File: src/rtl/tdm_mux_pkg.sv
// Shared definitions for the TDM multiplexer: mode encodings and index sizing.
package tdm_mux_pkg;

  typedef enum logic {
    MODE_MANUAL = 1'b0,
    MODE_AUTO   = 1'b1
  } mode_e;

  // Width of a channel index; at least one bit even for two channels.
  function automatic int idx_w(input int n);
    return (n <= 2) ? 1 : $clog2(n);
  endfunction

endpackage

File: src/rtl/tdm_mux_rr_pick.sv
// Combinational round-robin search: first set mask bit at or after ptr, wrapping.
module rr_pick
  import tdm_mux_pkg::*;
#(
  parameter int N_CH = 4,
  localparam int IW = idx_w(N_CH)
) (
  input  logic [N_CH-1:0] mask,
  input  logic [IW-1:0]   ptr,
  output logic            found,
  output logic [IW-1:0]   k,
  output logic            wrapped
);

  function automatic int rot(input logic [IW-1:0] p, input int i);
    int s;
    s = int'(p) + i;
    if (s >= N_CH) s = s - N_CH;
    return s;
  endfunction

  // Scan from the farthest offset down so the nearest hit is written last.
  always_comb begin
    found   = 1'b0;
    k       = '0;
    wrapped = 1'b0;
    for (int i = N_CH - 1; i >= 0; i--) begin
      if (mask[IW'(rot(ptr, i))]) begin
        found   = 1'b1;
        k       = IW'(rot(ptr, i));
        wrapped = (rot(ptr, i) < int'(ptr));
      end
    end
  end

endmodule

File: src/rtl/tdm_mux.sv
// TDM multiplexer: one registered beat slot fed by a manual selector or a
// round-robin scan, with ready/valid back-pressure and start-of-frame marking.
module tdm_mux
  import tdm_mux_pkg::*;
#(
  parameter int N_CH = 4,
  parameter int DW   = 1,
  localparam int IW  = idx_w(N_CH)
) (
  input  logic                 clk_in,
  input  logic                 rst_in,
  input  logic [N_CH*DW-1:0]   d_in,
  input  logic                 mode_in,
  input  logic [IW-1:0]        sel_in,
  input  logic [N_CH-1:0]      en_mask_in,
  input  logic                 ready_in,
  output logic [DW-1:0]        y_out,
  output logic                 valid_out,
  output logic [IW-1:0]        ch_out,
  output logic                 sof_out
);

  logic [IW-1:0] ptr;
  logic          first_auto;
  logic          slot_free;
  logic          auto_mode;
  logic [IW-1:0] ptr_eff;
  logic          pick_found;
  logic [IW-1:0] pick_k;
  logic          pick_wrapped;
  logic          sel_ok;
  logic          manual_en;

  function automatic logic [DW-1:0] ch_data(input logic [N_CH*DW-1:0] d,
                                            input logic [IW-1:0] idx);
    logic [DW-1:0] r;
    r = '0;
    for (int i = 0; i < N_CH; i++)
      if (idx == IW'(i)) r = d[i*DW +: DW];
    return r;
  endfunction

  assign slot_free = !valid_out || ready_in;
  assign auto_mode = (mode_e'(mode_in) == MODE_AUTO);
  // A pending first auto beat restarts the scan at channel 0.
  assign ptr_eff   = first_auto ? '0 : ptr;
  assign sel_ok    = ({1'b0, sel_in} < (IW+1)'(N_CH));
  assign manual_en = sel_ok && |(en_mask_in & (N_CH'(1) << sel_in));

  rr_pick #(.N_CH(N_CH)) u_rr_pick (
    .mask    (en_mask_in),
    .ptr     (ptr_eff),
    .found   (pick_found),
    .k       (pick_k),
    .wrapped (pick_wrapped)
  );

  // Capture register: the only stage between inputs and outputs.
  always_ff @(posedge clk_in or posedge rst_in) begin
    if (rst_in) begin
      y_out      <= '0;
      valid_out  <= 1'b0;
      ch_out     <= '0;
      sof_out    <= 1'b0;
      ptr        <= '0;
      first_auto <= 1'b1;
    end else begin
      // Any cycle spent in manual mode makes the next auto beat a fresh frame.
      if (!auto_mode) first_auto <= 1'b1;
      if (slot_free) begin
        if (!auto_mode) begin
          sof_out <= 1'b0;
          if (sel_ok) begin
            y_out     <= ch_data(d_in, sel_in);
            ch_out    <= sel_in;
            valid_out <= manual_en;
          end else begin
            valid_out <= 1'b0;
          end
        end else if (pick_found) begin
          y_out      <= ch_data(d_in, pick_k);
          ch_out     <= pick_k;
          valid_out  <= 1'b1;
          // k <= previous index is equivalent to wrapping past the end or ptr at 0.
          sof_out    <= pick_wrapped || (ptr_eff == '0);
          ptr        <= (pick_k == IW'(N_CH - 1)) ? '0 : pick_k + 1'b1;
          first_auto <= 1'b0;
        end else begin
          valid_out <= 1'b0;
          sof_out   <= 1'b0;
        end
      end
    end
  end

endmodule

File: config.mk
export PLATFORM = sky130hd
export DESIGN_NAME = tdm_mux
export DESIGN_NICKNAME = d
export VERILOG_FILES = /design/src/rtl/tdm_mux_pkg.sv /design/src/rtl/tdm_mux_rr_pick.sv /design/src/rtl/tdm_mux.sv
export SDC_FILE = /design/constraint.sdc
export NUM_CORES = 1
export LEC_CHECK = 0
export ABC_CLOCK_PERIOD_IN_PS = 3900
export CORE_MARGIN = 3
export CORE_UTILIZATION = 50
export DETAILED_ROUTE_END_ITERATION = 8
export PLACE_DENSITY_LB_ADDON = 0.08
export SYNTH_ARGS = -nofsm -noshare
export SYNTH_HDL_FRONTEND = slang
export SYNTH_HIERARCHICAL = 1
export SYNTH_SLANG_ARGS = --single-unit
File: constraint.sdc
create_clock -name clk_in -period 3.9 [get_ports clk_in]
set_input_delay 0.585 -clock clk_in [delete_from_list [all_inputs] [get_ports clk_in]]
set_output_delay 0.585 -clock clk_in [all_outputs]
set_load 0.05 [all_outputs]
==> flow_metrics.env, run 1 <==
export IMPL_hold_viol_final=0
export IMPL_final_hpwl_dp_um=1439
export IMPL_clock_tree_htree_level_count=1
export IMPL_drt_iter0_markers=9
export IMPL_proportion_of_synthesized_chip_area_in_sequential_cells_pct=22.97
export IMPL_slew_violations=0
export IMPL_post_route_util_pct=69.05
export IMPL_globalplace_congestion=0.8286
export IMPL_num_ports=19
export IMPL_timing_critical_path_cells="nor2b_1 -> inv_1 -> ha_1 -> mux2_2 -> a32oi_1 -> o21ai_1 -> mux2i_1 -> inv_1 -> ha_1 -> nor2b_1 -> a2111oi_2 -> o32a_1"
export IMPL_dieHeight_um=47.88
export IMPL_post_synth_instance_area_um2=877.1
export IMPL_yosysUniqueCellTypes=40
export IMPL_biggest_fanout_along_the_worst_timing_path=7
export IMPL_area_growth_pct=24.11
export IMPL_drtPass1Iterations=4
export IMPL_timing_critical_path_max_delay_family="compound AO/OA/AOI/OAI gates"
export IMPL_tritoncts_clock_tree="yes"
export IMPL_run_status="finished, final reports clean"
export IMPL_route_detailed_vias_per_inst=5.824
export IMPL_setup_worst_path_start_class="flip-flop"
export IMPL_hold_path_class="flip-flop to flip-flop"
export IMPL_maximum_clock_rate_ghz=0.3060
export IMPL_cts_buffers_inserted=3
export IMPL_root_buffer="clkbuf_4"
export IMPL_synth_warning_count=6
export IMPL_fin_nets=137
export IMPL_placement_setup_worst_slack_ns=0.5098
export IMPL_skew_ns=0.01619
export IMPL_synth_async_reset_ratio_pct=100.0
export IMPL_unrepaired_setup_endpoints_after_global_routing="false"
export IMPL_first_global_vias=644
export IMPL_grt_remaining_overflow=0
export IMPL_synth_edf_count=0
export IMPL_layout_worst_path_cycle_share_pct=83.80
export IMPL_pin_count_of_the_biggest_net_entering_global_routing=10
export IMPL_antenna_found_initial=0
export IMPL_fin_total_pwr_mw=0.4571
export IMPL_place_inst=127
export IMPL_wl_per_cell_um=14.33
export IMPL_layout_drive_gt1_share_pct=16.52
export IMPL_postPlaceCellArea_mm2=0.001062
export IMPL_critical_path_class="flip-flop to flip-flop"
export IMPL_clk_insertion_delay_late_ns=0.26
export IMPL_finalWorstPathRequiredPeriod_ns=3.268
export IMPL_ys_seq_elements=8
export IMPL_final_cell_count_no_fill=131
export IMPL_avgSynthCellArea_um2=9.331
export IMPL_dr_total_vias=763
export IMPL_hold_buffers=0
export IMPL_clkTransAtPathRegs_ns=0.07
export IMPL_cts_buffer_depth=2
export IMPL_r2r_setup_slack_ns=0.63
export IMPL_post_cts_resize_count=0
export IMPL_rows=14
export IMPL_insertedDiodeCount=0
export IMPL_syn_instance_count=94
export IMPL_die_width_um=47.88
export IMPL_setup_viol=0
export IMPL_core_area_mm2=0.001577
export IMPL_slowest_cp_cell="ha_1"
export IMPL_postCtsSetupRepairBufs=0
export IMPL_fin_area_mm2=0.001089
export IMPL_drv_cap=0
export IMPL_fin_tns_setup_ns=0
export IMPL_route_detailed_drc=0
export IMPL_timing_critical_path_buf_inv=2
export IMPL_end_kind="flip-flop"
export IMPL_ir_drop_mv=0.3203
export IMPL_cp_data_required_time_ns=4.11
export IMPL_power_density_cell_area_mw_per_mm2=419.9
export IMPL_synth_top_flop_cell="dfrtp_1"
export IMPL_routed_wl_um=1877
export IMPL_gr_util_all_layers_pct=18.04
export IMPL_final_hold_worst_slack_ns=0.4701
export IMPL_start_util_pct=55.63
export IMPL_sinks_on_clock_net=8
export IMPL_power_static_leakage_nw=0.4687
export IMPL_portBuffers=18
export IMPL_critical_path_max_stage_delay_ns=0.43
export IMPL_synth_fp_nets=115
export IMPL_max_slew_margin_pct=68.42
export IMPL_dieArea_mm2=0.002292
export IMPL_critPathArrivalTime_ns=3.47
export IMPL_first_pass_grt_wire_length_um=2911
export IMPL_antenna_violating_nets_post_route=0
export IMPL_max_slew_worst_pin_slew_ns=0.4606
export IMPL_layout_setup_ws_ns=0.6320
==> worst reg2reg max path, stage by stage (launching register included) <==
cell and delay (ns):
dfstp_2 0.38, nor2b_1 0.14, inv_1 0.12, ha_1 0.43, mux2_2 0.36, a32oi_1 0.24, o21ai_1 0.11, mux2i_1 0.40
inv_1 0.13, ha_1 0.23, nor2b_1 0.14, a2111oi_2 0.35, o32a_1 0.18
==> layout make-up <==
cell class	count	area, um2
clock buffers	4	26.28
fillers	130	488.0
inverters	8	30.03
multi-input cells	75	615.6
flip-flops and latches	8	201.4
well taps	16	20.02
repair buffers	20	195.2
==> cell usage after synthesis, types with 2 or more instances <==
| cell type | count | area share, % |
|---|---|---|
| dfrtp_1 | 7 | 20 |
| nand2_1 | 6 | 2.6 |
| nor3_1 | 2 | 1.1 |
| nand2b_1 | 2 | 1.4 |
| mux2_2 | 4 | 5.1 |
| ha_1 | 7 | 10 |
| o22ai_1 | 2 | 1.4 |
| mux4_2 | 2 | 5.1 |
| nor2b_1 | 4 | 2.9 |
| inv_1 | 8 | 3.4 |
| mux2i_1 | 4 | 4.6 |
| a21oi_1 | 4 | 2.3 |
| nor2_1 | 7 | 3.0 |
| o31ai_1 | 2 | 1.7 |
| o21ai_0 | 6 | 3.4 |
| buf_6 | 2 | 2.6 |
| nand3b_1 | 2 | 1.7 |
==> sequential cells by signal, indices dropped and copies added (netlist names) <==
register and cells:
first_auto 1, y_out 1, ch_out 2, sof_out 1, valid_out 1, ptr 2
==> cell families (layout without fill, tap and decap cells) <==
family / after synthesis / count (layout) / share of synthesized area (%)
compound gates: 26 / 26 / 21.68
fa+ha+maj: 7 / 7 / 9.985
buf+inv: 11 / 32 / 6.848
flops: 8 / 8 / 22.97
mux: 12 / 12 / 19.54
simple gates: 30 / 30 / 18.97
==> cell usage in the layout (no fill, tap or decap), drive strengths merged <==
cell / Yosys / routed
clkdlybuf4s50: 0 / 18
inv: 8 / 8
nor2: 8 / 8
ha: 7 / 7
dfrtp: 7 / 7
o21ai: 7 / 7
nand2: 6 / 6
mux2: 5 / 5
mux2i: 4 / 4
a21oi: 4 / 4
nor2b: 4 / 4
clkbuf: 0 / 4
mux4: 3 / 3
nand2b: 3 / 3
o31ai: 2 / 2
o22ai: 2 / 2
nand3b: 2 / 2
nor3: 2 / 2
buf: 3 / 2
a21boi: 2 / 2
nand3: 1 / 1
a2111oi: 1 / 1
and2b: 1 / 1
o32a: 1 / 1
o41ai: 1 / 1
a2bb2oi: 1 / 1
a31o: 1 / 1
a211oi: 1 / 1
dfstp: 1 / 1
and3b: 1 / 1
a32oi: 1 / 1
a22oi: 1 / 1
and3: 1 / 1
or3: 1 / 1
a31oi: 1 / 1
==> routing by layer <==
| layer | vias up | routed length [um] | global-route usage [%] |
|---|---|---|---|
| met4 | 0 | 0 | 3.226 |
| li1 | 390 | - | - |
| met2 | 14 | 804 | 25.86 |
| met1 | 359 | 997 | 27.31 |
| met3 | 0 | 75 | 4.511 |
| met5 | - | 0 | 0 |
==> final timing paths <==
check / depth (start not counted) / from / end
min: 2 / sof_out / sof_out
max reg2reg: 12 / first_auto / y_out
max: 12 / first_auto / y_out
max in group asynchronous: 2 / rst_in / first_auto
min in group asynchronous: 2 / rst_in / ch_out[0]
min reg2reg: 2 / sof_out / sof_out
==> report_power, final <==
part / switching [mW] / internal, mW
logic: 0.143 / 0.126
registers: 0.0133 / 0.104
clock network: 0.0314 / 0.0392
total: 0.188 / 0.269
(Power assumes the default switching activity.)
==> run 2, diff against run 1 <==
--- a/config.mk
+++ b/config.mk
@@ -5,7 +5,7 @@
 export SDC_FILE = /design/constraint.sdc
 export NUM_CORES = 1
 export LEC_CHECK = 0
-export ABC_CLOCK_PERIOD_IN_PS = 3900
+export ABC_CLOCK_PERIOD_IN_PS = 3020
 export CORE_MARGIN = 3
 export CORE_UTILIZATION = 50
 export DETAILED_ROUTE_END_ITERATION = 8
==> constraint.sdc (replaced) <==
create_clock -name clk_in -period 3.02 [get_ports clk_in]
set_input_delay 0.453 -clock clk_in [delete_from_list [all_inputs] [get_ports clk_in]]
set_output_delay 0.453 -clock clk_in [all_outputs]
set_load 0.05 [all_outputs]
==> run 2 against run 1 <==
- clock skew rose by 0.0033 ns
- highest routed layer is now met4
- critical endpoint unchanged
- flip-flop and latch count did not move
- first-iteration DRC count rose to 3.3 times the previous value
- combinational power rose by 53%
- register-to-register slack got worse by 0.50 ns
- final area rose by 9.0%
==> flow_metrics.env, run 2 (same netlist as run 1, synthesis figures left out) <==
export IMPL_timing_critical_path_cells="nor2b_4 -> inv_1 -> ha_4 -> mux4_2 -> a21boi_2 -> o21ai_1 -> mux2i_2 -> inv_1 -> ha_1 -> nor2b_1 -> a2111oi_2 -> o32a_1"
export IMPL_clk_insertion_delay_late_ns=0.27
export IMPL_cts_buffer_depth=2
export IMPL_antenna_violating_nets_post_route=0
export IMPL_layout_commonest_cell="clkdlybuf4s50_1"
export IMPL_critPathArrivalTime_ns=3.11
export IMPL_r2r_setup_slack_ns=0.13
export IMPL_setup_viol=0
export IMPL_layout_drive_gt1_share_pct=27.42
export IMPL_pin_count_of_the_biggest_net_entering_global_routing=10
export IMPL_max_slew_margin_pct=66.31
export IMPL_postPlaceCellArea_mm2=0.001121
export IMPL_cts_buffers_inserted=3
export IMPL_portBuffers=18
export IMPL_mostFrequentLayoutCells="clkdlybuf4s50_1 (18), buf_4 (11), inv_1 (7), nor2_1 (7), dfrtp_1 (7)"
export IMPL_start_util_pct=55.63
export IMPL_fin_tns_setup_ns=0
export IMPL_first_pass_grt_wire_length_um=3353
export IMPL_skew_ns=0.01945
export IMPL_num_ports=19
export IMPL_setup_worst_path_start_class="flip-flop"
export IMPL_fin_nets=146
export IMPL_rows=14
export IMPL_insertedDiodeCount=0
export IMPL_slowest_cp_cell="dfstp_2"
export IMPL_hold_buffers=0
export IMPL_power_static_leakage_nw=0.5179
export IMPL_end_kind="flip-flop"
export IMPL_critical_path_class="flip-flop to flip-flop"
export IMPL_run_status="finished, final reports clean"
export IMPL_tritoncts_clock_tree="yes"
export IMPL_hold_path_class="primary input to async pin"
export IMPL_reg_largest_list="ch_out x2, ptr x2"
export IMPL_routed_wl_um=2216
export IMPL_gr_util_all_layers_pct=21.41
export IMPL_timing_rr_start="first_auto"
export IMPL_drt_iter0_markers=30
export IMPL_maximum_clock_rate_ghz=0.3458
export IMPL_route_detailed_vias_per_inst=6.157
export IMPL_dieArea_mm2=0.002292
export IMPL_wl_per_cell_um=15.83
export IMPL_ir_drop_mv=0.4020
export IMPL_drv_cap=0
export IMPL_fin_area_mm2=0.001186
export IMPL_root_buffer="clkbuf_4"
export IMPL_regToRegEndpoint="y_out"
export IMPL_finalWorstPathRequiredPeriod_ns=2.892
export IMPL_antenna_found_initial=0
export IMPL_ff2ff_path_depth=12
export IMPL_layout_worst_path_cycle_share_pct=95.75
export IMPL_drtPass1Iterations=4
export IMPL_timing_critical_path_buf_inv=2
export IMPL_route_detailed_drc=0
export IMPL_first_global_vias=741
export IMPL_biggest_fanout_along_the_worst_timing_path=7
export IMPL_core_area_mm2=0.001577
export IMPL_clkTransAtPathRegs_ns=0.07
export IMPL_final_hpwl_dp_um=1644
export IMPL_max_slew_worst_pin_slew_ns=0.5038
export IMPL_timing_critical_path_max_delay_family="compound AO/OA/AOI/OAI gates"
export IMPL_hold_viol_final=0
export IMPL_critPathMostFrequentCell="inv_1"
export IMPL_cp_data_required_time_ns=3.23
export IMPL_die_width_um=47.88
export IMPL_grt_remaining_overflow=0
export IMPL_dr_total_vias=862
export IMPL_slew_violations=0
export IMPL_dieHeight_um=47.88
export IMPL_area_growth_pct=35.24
export IMPL_power_density_cell_area_mw_per_mm2=553.0
export IMPL_post_route_util_pct=75.24
export IMPL_clock_tree_htree_level_count=1
export IMPL_layout_setup_ws_ns=0.1282
export IMPL_globalplace_congestion=0.7883
export IMPL_sinks_on_clock_net=8
export IMPL_critical_path_max_stage_delay_ns=0.58
export IMPL_placement_setup_worst_slack_ns=-0.01212
==> run 2: worst register-to-register path: cells and delay by family, from the launching register on <==
kind / cells / cell delay (ns)
multiplexers: 2 / 0.62
flip-flops: 1 / 0.58
adder cells (fa/ha/maj): 2 / 0.47
buffers and inverters: 2 / 0.21
AND/OR/NAND/NOR: 2 / 0.19
AO/OA/AOI/OAI: 4 / 0.80
==> run 2: layer usage <==
layer	routed length, um	vias up	GRT usage, %
li1	-	411	-
met1	1013	412	30.89
met2	1022	35	29.55
met3	165	4	7.143
met4	14	0	7.527
met5	0	-	0
==> run 2: worst max-delay path by stage <==
stage          cells past startpoint  slack [ns]  endpoint          start
3_5_place_dp                      10       -0.01     y_out  en_mask_in[3]
6_report                          12        0.13     y_out     first_auto
5_1_grt                           12       -0.05     y_out     first_auto
2_1_floorplan                     13       0.007     y_out     first_auto
4_1_cts                           12        0.03     y_out     first_auto
3_3_place_gp                      10        0.10     y_out  en_mask_in[3]
==> run 2: power by group <==
part           switching [mW]  internal [mW]
Combinational           0.208          0.203
Sequential             0.0183          0.134
Clock                  0.0413         0.0507
==> run 2: stage by stage <==
stage	hold slack, ns	total power [mW]	cells
finish	0.4223	0.6559	140
global route	0.4337	0.7034	140
CTS	0.4208	0.6216	138
detailed placement	0.4868	0.5281	134
global placement	0.4684	0.5175	134
floorplan	0.2679	0.4121	94
==> run 2: what timing repair did <==
action,CTS,global route
setup endpoints to repair,0,1
gates resized for setup,0,6
buffers inserted,0,2
==> run 2: final cells by class <==
| class | count | area [um2] |
|---|---|---|
| Fill cell | 118 | 390.4 |
| Clock buffer | 4 | 26.28 |
| Tap cell | 16 | 20.02 |
| Timing Repair Buffer | 29 | 262.8 |
| Sequential cell | 8 | 201.4 |
| Multi-Input combinational cell | 75 | 645.6 |
| Inverter | 8 | 30.03 |
